## config.mk

```make
export PLATFORM = sky130hd
export DESIGN_NAME = frame_sequencer
export DESIGN_NICKNAME = d
export VERILOG_FILES = /design/src/rtl/frame_sequencer_pkg.sv /design/src/rtl/dark_hysteresis.sv /design/src/rtl/frame_sequencer.sv
export SDC_FILE = /design/constraint.sdc
export NUM_CORES = 1
export LEC_CHECK = 0
export CORE_UTILIZATION = 45
export CTS_CLUSTER_SIZE = 25
export DETAILED_ROUTE_END_ITERATION = 12
export DONT_BUFFER_PORTS = 1
export PLACE_DENSITY = 0.7
export RECOVER_POWER = 25
export SYNTH_ARGS = -nofsm -noshare
export SYNTH_HDL_FRONTEND = slang
export SYNTH_HIERARCHICAL = 1
export SYNTH_SLANG_ARGS = --single-unit
export TNS_END_PERCENT = 100
```

## constraint.sdc

```tcl
create_clock -name clk_i -period 3.34 [get_ports clk_i]
set_clock_uncertainty 0.05 [all_clocks]
set_input_delay 0.334 -clock clk_i [delete_from_list [all_inputs] [get_ports clk_i]]
set_output_delay 0.334 -clock clk_i [all_outputs]
set_load 0.01 [all_outputs]
```

## src/rtl/frame_sequencer_pkg.sv

```systemverilog
// Shared definitions for the dark-detection frame sequencer and the line
// buffer instance parameters.
//   fs_state_t      : hysteresis FSM state encoding
//   HOLD_DEF        : default agreeing-frame count before dark_o flips
//   SAMPLE_LAT_DEF  : default freeze-to-vote latency of the line buffer
package frame_sequencer_pkg;

  typedef enum logic [1:0] {
    LIGHT     = 2'd0,
    ARM_DARK  = 2'd1,
    DARK      = 2'd2,
    ARM_LIGHT = 2'd3
  } fs_state_t;

  localparam int HOLD_DEF       = 4;
  localparam int SAMPLE_LAT_DEF = 2;

endpackage

```

## src/rtl/dark_hysteresis.sv

```systemverilog
// Hysteresis on committed per-frame votes. dark flips only after HOLD
// consecutive committed votes disagree with the current decision; a single
// agreeing vote cancels a pending flip.
//   clk_i, rst_i : clock, async active-high reset
//   commit       : one-cycle strobe, vote is valid
//   vote         : committed majority vote (1 = dark)
//   dark         : registered dark-mode decision
module dark_hysteresis
  import frame_sequencer_pkg::*;
#(
  parameter int HOLD = HOLD_DEF
) (
  input  logic clk_i,
  input  logic rst_i,
  input  logic commit,
  input  logic vote,
  output logic dark
);

  localparam int HW = $clog2(HOLD + 1);
  localparam logic [HW-1:0] HOLD_M1 = HW'(HOLD - 1);

  fs_state_t     state;
  logic [HW-1:0] hold_cnt;

  always_ff @(posedge clk_i or posedge rst_i) begin
    if (rst_i) begin
      state    <= LIGHT;
      hold_cnt <= '0;
      dark     <= 1'b0;
    end else if (commit) begin
      case (state)
        LIGHT: if (vote) begin
          if (HOLD == 1) begin
            state <= DARK;
            dark  <= 1'b1;
          end else begin
            state    <= ARM_DARK;
            hold_cnt <= HW'(1);
          end
        end
        ARM_DARK: if (vote) begin
          // hold_cnt already counts this streak; this vote completes it
          if (hold_cnt == HOLD_M1) begin
            state    <= DARK;
            dark     <= 1'b1;
            hold_cnt <= '0;
          end else begin
            hold_cnt <= hold_cnt + 1'b1;
          end
        end else begin
          state    <= LIGHT;
          hold_cnt <= '0;
        end
        DARK: if (!vote) begin
          if (HOLD == 1) begin
            state <= LIGHT;
            dark  <= 1'b0;
          end else begin
            state    <= ARM_LIGHT;
            hold_cnt <= HW'(1);
          end
        end
        ARM_LIGHT: if (!vote) begin
          if (hold_cnt == HOLD_M1) begin
            state    <= LIGHT;
            dark     <= 1'b0;
            hold_cnt <= '0;
          end else begin
            hold_cnt <= hold_cnt + 1'b1;
          end
        end else begin
          state    <= DARK;
          hold_cnt <= '0;
        end
        default: begin
          state    <= LIGHT;
          hold_cnt <= '0;
          dark     <= 1'b0;
        end
      endcase
    end
  end

endmodule

```

## src/rtl/frame_sequencer.sv

```systemverilog
// Per-frame sequencer for the dark-detection line buffer path.
// Counts active lines, freezes the line buffer once after line V_ACT-1,
// samples its majority vote SAMPLE_LAT cycles later and commits that vote at
// the next vertical sync when the frame had exactly V_ACT lines.
//   clk_i, rst_i : pixel clock, async active-high reset
//   vs_i, de_i   : video timing (vsync level, data enable)
//   rx_i         : majority vote from the line buffer
//   de_r_o       : de_i delayed one cycle
//   vp_last_o    : current line is line V_ACT-1
//   freeze_o     : one-cycle line buffer freeze strobe
//   line_o       : completed lines in the current frame (saturating)
//   dark_o       : committed dark-mode decision
//   commit_o     : one-cycle strobe, a vote was committed
//   err_o        : one-cycle strobe, frame ended without a usable vote
module frame_sequencer
  import frame_sequencer_pkg::*;
#(
  parameter int V_ACT      = 1080,
  parameter int HOLD       = HOLD_DEF,
  parameter int SAMPLE_LAT = SAMPLE_LAT_DEF,
  parameter int LW         = $clog2(V_ACT + 1)
) (
  input  logic          clk_i,
  input  logic          rst_i,
  input  logic          vs_i,
  input  logic          de_i,
  input  logic          rx_i,
  output logic          de_r_o,
  output logic          vp_last_o,
  output logic          freeze_o,
  output logic [LW-1:0] line_o,
  output logic          dark_o,
  output logic          commit_o,
  output logic          err_o
);

  localparam logic [LW-1:0] LINE_MAX = '1;
  localparam logic [LW-1:0] V_LAST   = LW'(V_ACT - 1);
  localparam logic [LW-1:0] V_FULL   = LW'(V_ACT);

  logic                  vs_r;
  logic                  vs_rise, de_fall;
  logic                  frozen, frz_set;
  logic                  first_vs;
  logic                  pend_valid, pend_vote;
  logic                  smp_exit, frame_ok, commit_now, vote_now;
  // vld_pipe[0] is the freeze strobe itself; bit SAMPLE_LAT marks the cycle
  // in which rx_i carries the vote.
  logic [SAMPLE_LAT:0]   vld_pipe;

  assign vs_rise   = vs_i & ~vs_r;
  assign de_fall   = ~de_i & de_r_o;
  assign vp_last_o = (line_o == V_LAST);
  assign freeze_o  = vld_pipe[0];
  assign smp_exit  = vld_pipe[SAMPLE_LAT];

  // A frame boundary never starts a new freeze; it belongs to neither frame.
  assign frz_set = vp_last_o & de_fall & ~frozen & ~vs_rise;

  // A sample exiting on the vs_rise cycle still belongs to the old frame.
  // A sample still in flight leaves both terms low, so it ends as an error.
  assign frame_ok   = (pend_valid | smp_exit) && (line_o == V_FULL);
  assign vote_now   = smp_exit ? rx_i : pend_vote;
  assign commit_now = vs_rise & ~first_vs & frame_ok;

  always_ff @(posedge clk_i or posedge rst_i) begin
    if (rst_i) begin
      vs_r       <= 1'b0;
      de_r_o     <= 1'b0;
      line_o     <= '0;
      frozen     <= 1'b0;
      vld_pipe   <= '0;
      pend_valid <= 1'b0;
      pend_vote  <= 1'b0;
      first_vs   <= 1'b1;
      commit_o   <= 1'b0;
      err_o      <= 1'b0;
    end else begin
      vs_r     <= vs_i;
      de_r_o   <= de_i;
      commit_o <= commit_now;
      err_o    <= vs_rise & ~first_vs & ~frame_ok;

      if (vs_rise) begin
        line_o     <= '0;
        frozen     <= 1'b0;
        vld_pipe   <= '0;
        pend_valid <= 1'b0;
        first_vs   <= 1'b0;
      end else begin
        if (de_fall && line_o != LINE_MAX)
          line_o <= line_o + 1'b1;
        if (frz_set)
          frozen <= 1'b1;
        vld_pipe <= {vld_pipe[SAMPLE_LAT-1:0], frz_set};
        if (smp_exit) begin
          pend_vote  <= rx_i;
          pend_valid <= 1'b1;
        end
      end
    end
  end

  dark_hysteresis #(.HOLD(HOLD)) u_hyst (
    .clk_i  (clk_i),
    .rst_i  (rst_i),
    .commit (commit_now),
    .vote   (vote_now),
    .dark   (dark_o)
  );

endmodule

```

; ---- Yosys cells after proc, flatten, opt, wreduce, memory -nomap -nowiden
; Cells that the tools add are included.
[word_totals]
mem_count = 0
elab_cells = 81
ramBits = 0
regBits = 28
mem_bits_ro = 0
latch_bits = 0
in_bits = 5
output_inout_bits = 17
[op_classes]
n_eq_ne = 15
shift = 0
n_mul = 0
n_bitwise = 15
add_sub_neg = 2
magnitude_cmp = 0
div_mod_pow = 0
n_reduce_logical = 10
muxes = 26
[ops]
columns = cell, n
row1 = $eq 11x11->1 const B, 2
row2 = $mux 11, 2
row3 = $mux 3, 6
row4 = $mux 2, 6
row5 = $pmux 3 s4, 1
row6 = $add 11x1->11 const B, 1
row7 = $ne 11x11->1 const B, 1
row8 = $mux 1, 9
row9 = $and 1x1->1, 8
row10 = $ne 2x1->1 const B, 4
row11 = $pmux 2 s4, 1
row12 = $reduce_bool 2->1, 4
row13 = $not 1->1, 6
row14 = $reduce_and 6->1, 1
row15 = $reduce_and 5->1, 1
row16 = $eq 2x2->1 const B, 2
row17 = $ne 2x2->1 const B, 2
row18 = $add 3x1->3 const B, 1
row19 = $eq 3x2->1 const B, 1
row20 = $ne 3x1->1 const B, 1
row21 = $ne 3x3->1 const B, 1
row22 = $reduce_and 3->1, 1
row23 = $eq 2x1->1 const B, 1
row24 = $logic_and 1x1->1, 2
row25 = 3 further kinds, 3

; ---- Longest topological paths before layout
[logic_depth]
word_depth = 7
ltp_mapped = 8

; ---- Modules after synthesis
; The synthesis kept the hierarchy.
[modules_own_cells]
columns = module, n_inst, cells_each, seq_area_each_um2, area_per_inst_um2
row1 = frame_sequencer, 1, 101, 551.8, 1038.5
row2 = dark_hysteresis, 1, 28, 150.1, 307.8

; ---- Worst setup path after synthesis
; Ideal clock, no wire load.
[synth_path]
path_kind = flip-flop to flip-flop
from = reg line_o[6]
to = reg (tool-made name)
path_stages_with_launch = 7
t_required_ns = 3.163
setup_slack_ns = 0.863
arrival_ns = 2.299
path_buffers = 0
path_cell_list = dfrtp_1 > nor3b_1 > nand4_1 > or4_1 > nor3_1 > and4b_1 > mux2_1
[synth_lines]
columns = item, line
row1 = "start, declared", frame_sequencer.sv:31  ; output logic [LW-1:0] line_o,
row2 = "start signal, assigned", frame_sequencer.sv:92  ; line_o <= line_o + 1'b1;

==> impl_metrics.py <==
metrics = {
    "clock_tree": {
        "numCtsBuffers": 3,
        "post_cts_resized": 0,
        "insertion_delay_ns": 0.34,
        "cts_max_level": 1,
        "clk_pin_slew_worst_paths_ns": 0.15,
        "cts.sinks": 28,
        "cts_tree": "done",
        "root_buffer": "clkbuf_4",
        "clockBufferDepth": 2,
    },
    "critical_path": {
        "cp_slowest_cell": "dfrtp_1",
        "critPathArrivalTime_ns": 2.69,
        "start_kind": "register",
        "required_ns": 3.53,
        "critPathKind": "reg -> reg",
        "critPathMaxStageDelay_ns": 0.51,
        "crit_path_max_fanout": 8,
        "r2r.worst_path.cells": 7,
        "crit_chain": "nor3b_1, nand4_1, or4_1, nor3_1, buf_4, and4b_1, mux2_1",
        "crit_path_end_kind": "register",
    },
    "global_routing": {
        "antenna_found_initial": 0,
        "overflow": 0,
        "grt_usage_pct": 16.6,
        "grt_pass1_wl_um": 4150,
        "grt_start_max_net_pins": 23,
        "grt_pass1_vias": 964,
    },
    "logic_synthesis": {
        "yosys.cell_count.top_type": "dfrtp_1",
        "ys_seq_area_share_pct": 52.1,
        "synthFlopType": "dfrtp_1",
        "synth_cell_types": 38,
        "synth_edf_count": 0,
        "ys_warn_count": 6,
        "avgSynthCellArea_um2": 10.4,
        "yosysTopAreaCellShare_pct": 50.2,
        "ys_ff_latch": 28,
        "yosys-top-cells-count": "dfrtp_1, a21oi_1, nand2_1, nor2_1",
        "synthArstFlopShare_pct": 100,
        "synth.largest_area_cell": "dfrtp_1",
        "syn-instance-count": 129,
        "syn-cell-area_um2": 1350,
        "synth.top_cells.by_area": "dfrtp_1, a21oi_1, ha_1, nand2_1, nor2_1",
        "syn-num-nets": 137,
    },
    "die": {
        "ios": 22,
        "dieArea_um2": 3210,
        "start_util_pct": 48.0,
        "core.rowCount": 19,
        "core_area_um2": 2810,
        "fp.dieH_um": 56.7,
        "die_w_um": 56.7,
    },
    "power_and_ir_drop": {
        "ir_worst_vdd_mv": 0.226,
        "p_per_area_nw_per_um2": 451,
        "p_leak_nw": 0.621,
    },
    "routing": {
        "drt_iter0_drc": 69,
        "drc": 6,
        "via_count": 987,
        "wirelength_um": 2550,
        "post_drt_wl_per_cell_um": 15.5,
        "routed_via_density": 6.02,
        "ant_nets": 0,
        "firstDrtPassIters": 8,
    },
    "timing": {
        "tightest_slew_ns": 0.936,
        "finalWorstSetupSlack_ns": 0.836,
        "slew_headroom_pct": 37.5,
        "finalSetupTns_ns": 0,
        "rsz0062_at_grt": "no",
        "finalMaxSlewViolations": 0,
        "fin_crit_sh_pct": 75.0,
        "hold_viol": 0,
        "fmax_mhz": 399,
        "finalSetupViolations": 0,
        "period_minus_slack_ns": 2.50,
    },
    "min_path": {
        "holdCritPathClass": "in -> reg",
        "holdPathStages": 3,
    },
    "final_layout": {
        "regArea_um2": 702,
        "multiInputGateArea_um2": 598,
        "diodes": 0,
        "area_growth_pct": 7.81,
        "drive_gt1_share_pct": 9.77,
        "nFillCells": 249,
        "nNetsFinal": 142,
    },
    "placed_design": {
        "numPortBuffers": 0,
        "gp_congestion": 0.801,
        "hpwl_um": 1810,
        "place_ws_ns": 0.881,
    },
    "outcome": {
        "violations": "DRC",
        "outcome": "complete, but fails checks",
    },
    "flow_run": {
        "max_cap_viol_count": 0,
    },
}
[repair_timing]
item | 4_1_cts | 5_1_grt
buffers inserted | 0 | 0
hold endpoints to repair | 11 | 0
hold buffers | 3 | 0
[critical path, delay by kind of cell (launching register included)]
kind                   cells  cell delay [ns]
flip-flops                 1             0.51
buffers and inverters      1             0.18
AND/OR/NAND/NOR            5             1.35
multiplexers               1             0.33
[per-stage QoR]
step	cell area, µm²	hold slack, ns	power (mW)	utilization (%)	std cells
global route	1450	0.257	0.677	51.7	164
global placement	1370	0.103	0.427	48.8	157
floorplan	1350	0.0750	0.418	-	129
CTS	1450	0.243	0.659	51.7	164
finish	1450	0.240	0.654	51.7	164
detailed placement	1370	0.108	0.432	48.8	157
[cell families (layout without fill, tap and decap cells)]
kind of cell / count (synthesis) / after routing / synth area share, %
AND/OR/NAND/NOR: 54 / 54 / 24.0
AO/OA/AOI/OAI: 30 / 30 / 14.1
flip-flops: 28 / 28 / 52.1
buffers and inverters: 10 / 14 / 3.44
adder cells (fa/ha/maj): 3 / 3 / 2.79
XOR/XNOR: 2 / 2 / 1.86
multiplexers: 2 / 2 / 1.67
[area by class of cell]
cell class,count,area share [%]
Inverter,6,1.55
Timing Repair Buffer,4,2.59
Clock inverter,1,2.07
Sequential cell,28,48.4
Tap cell,31,2.67
Clock buffer,3,1.55
Multi-Input combinational cell,91,41.2
[flip-flops by register name (all words and copies together), names as in the netlist, named ones only]
name             cells
commit_o             1
de_r_o               1
err_o                1
first_vs             1
frozen               1
line_o              11
pend_valid           1
pend_vote            1
u_hyst/dark          1
u_hyst/hold_cnt      3
u_hyst/state         1
vld_pipe             3
vs_r                 1
[layout by cell type (no fill, tap or decap), types with 2 or more instances in the layout]
cell type,netlist,layout
o21ai_0,3,3
nand2_1,10,10
nand2b_1,3,3
nand3_1,2,2
nor3b_1,3,3
or3_1,5,5
o31ai_1,3,3
nor3_1,2,2
o211ai_1,2,2
dlygate4sd3_1,0,3
nor2b_1,3,3
nand4_1,2,2
nand4_2,2,2
clkbuf_4,0,3
ha_1,3,3
o21ai_1,6,6
inv_1,6,6
nor2_1,9,9
or4_1,4,4
and2_1,3,3
dfrtp_1,27,27
o21a_1,2,2
a21oi_1,11,11
[final timing paths]
kind	from	endpoint	slack (ns)
worst max-delay path	line_o[6]$_DFFE_PP0P_	register	0.84
worst min-delay path	de_i	line_o[10]$_DFFE_PP0P_	0.24
worst max register to register	line_o[6]$_DFFE_PP0P_	register	0.84
worst min register to register	frozen$_DFFE_PP0P_	vld_pipe[0]$_DFF_PP0_	0.39
max in group asynchronous	rst_i	frozen$_DFFE_PP0P_	2.16
min in group asynchronous	rst_i	async pin	0.32
[power by group]
part | total (mW) | leakage, nW | internal, mW | switching [mW]
sequential | 0.368 | 0.374 | 0.350 | 0.0177
combinational | 0.0594 | 0.220 | 0.0212 | 0.0382
clock | 0.227 | 0.0279 | 0.121 | 0.105
[per-layer routing]
metal  vias up  part of all wire [%]  GRT usage [%]
met5         -                     0              0
met4         0                  0.75           4.29
met3         2                   4.2           3.46
met2        22                    49           27.6
met1       493                    46           21.9
li1        470                     -              -
No activity file was read; power rests on OpenSTA's default activity.
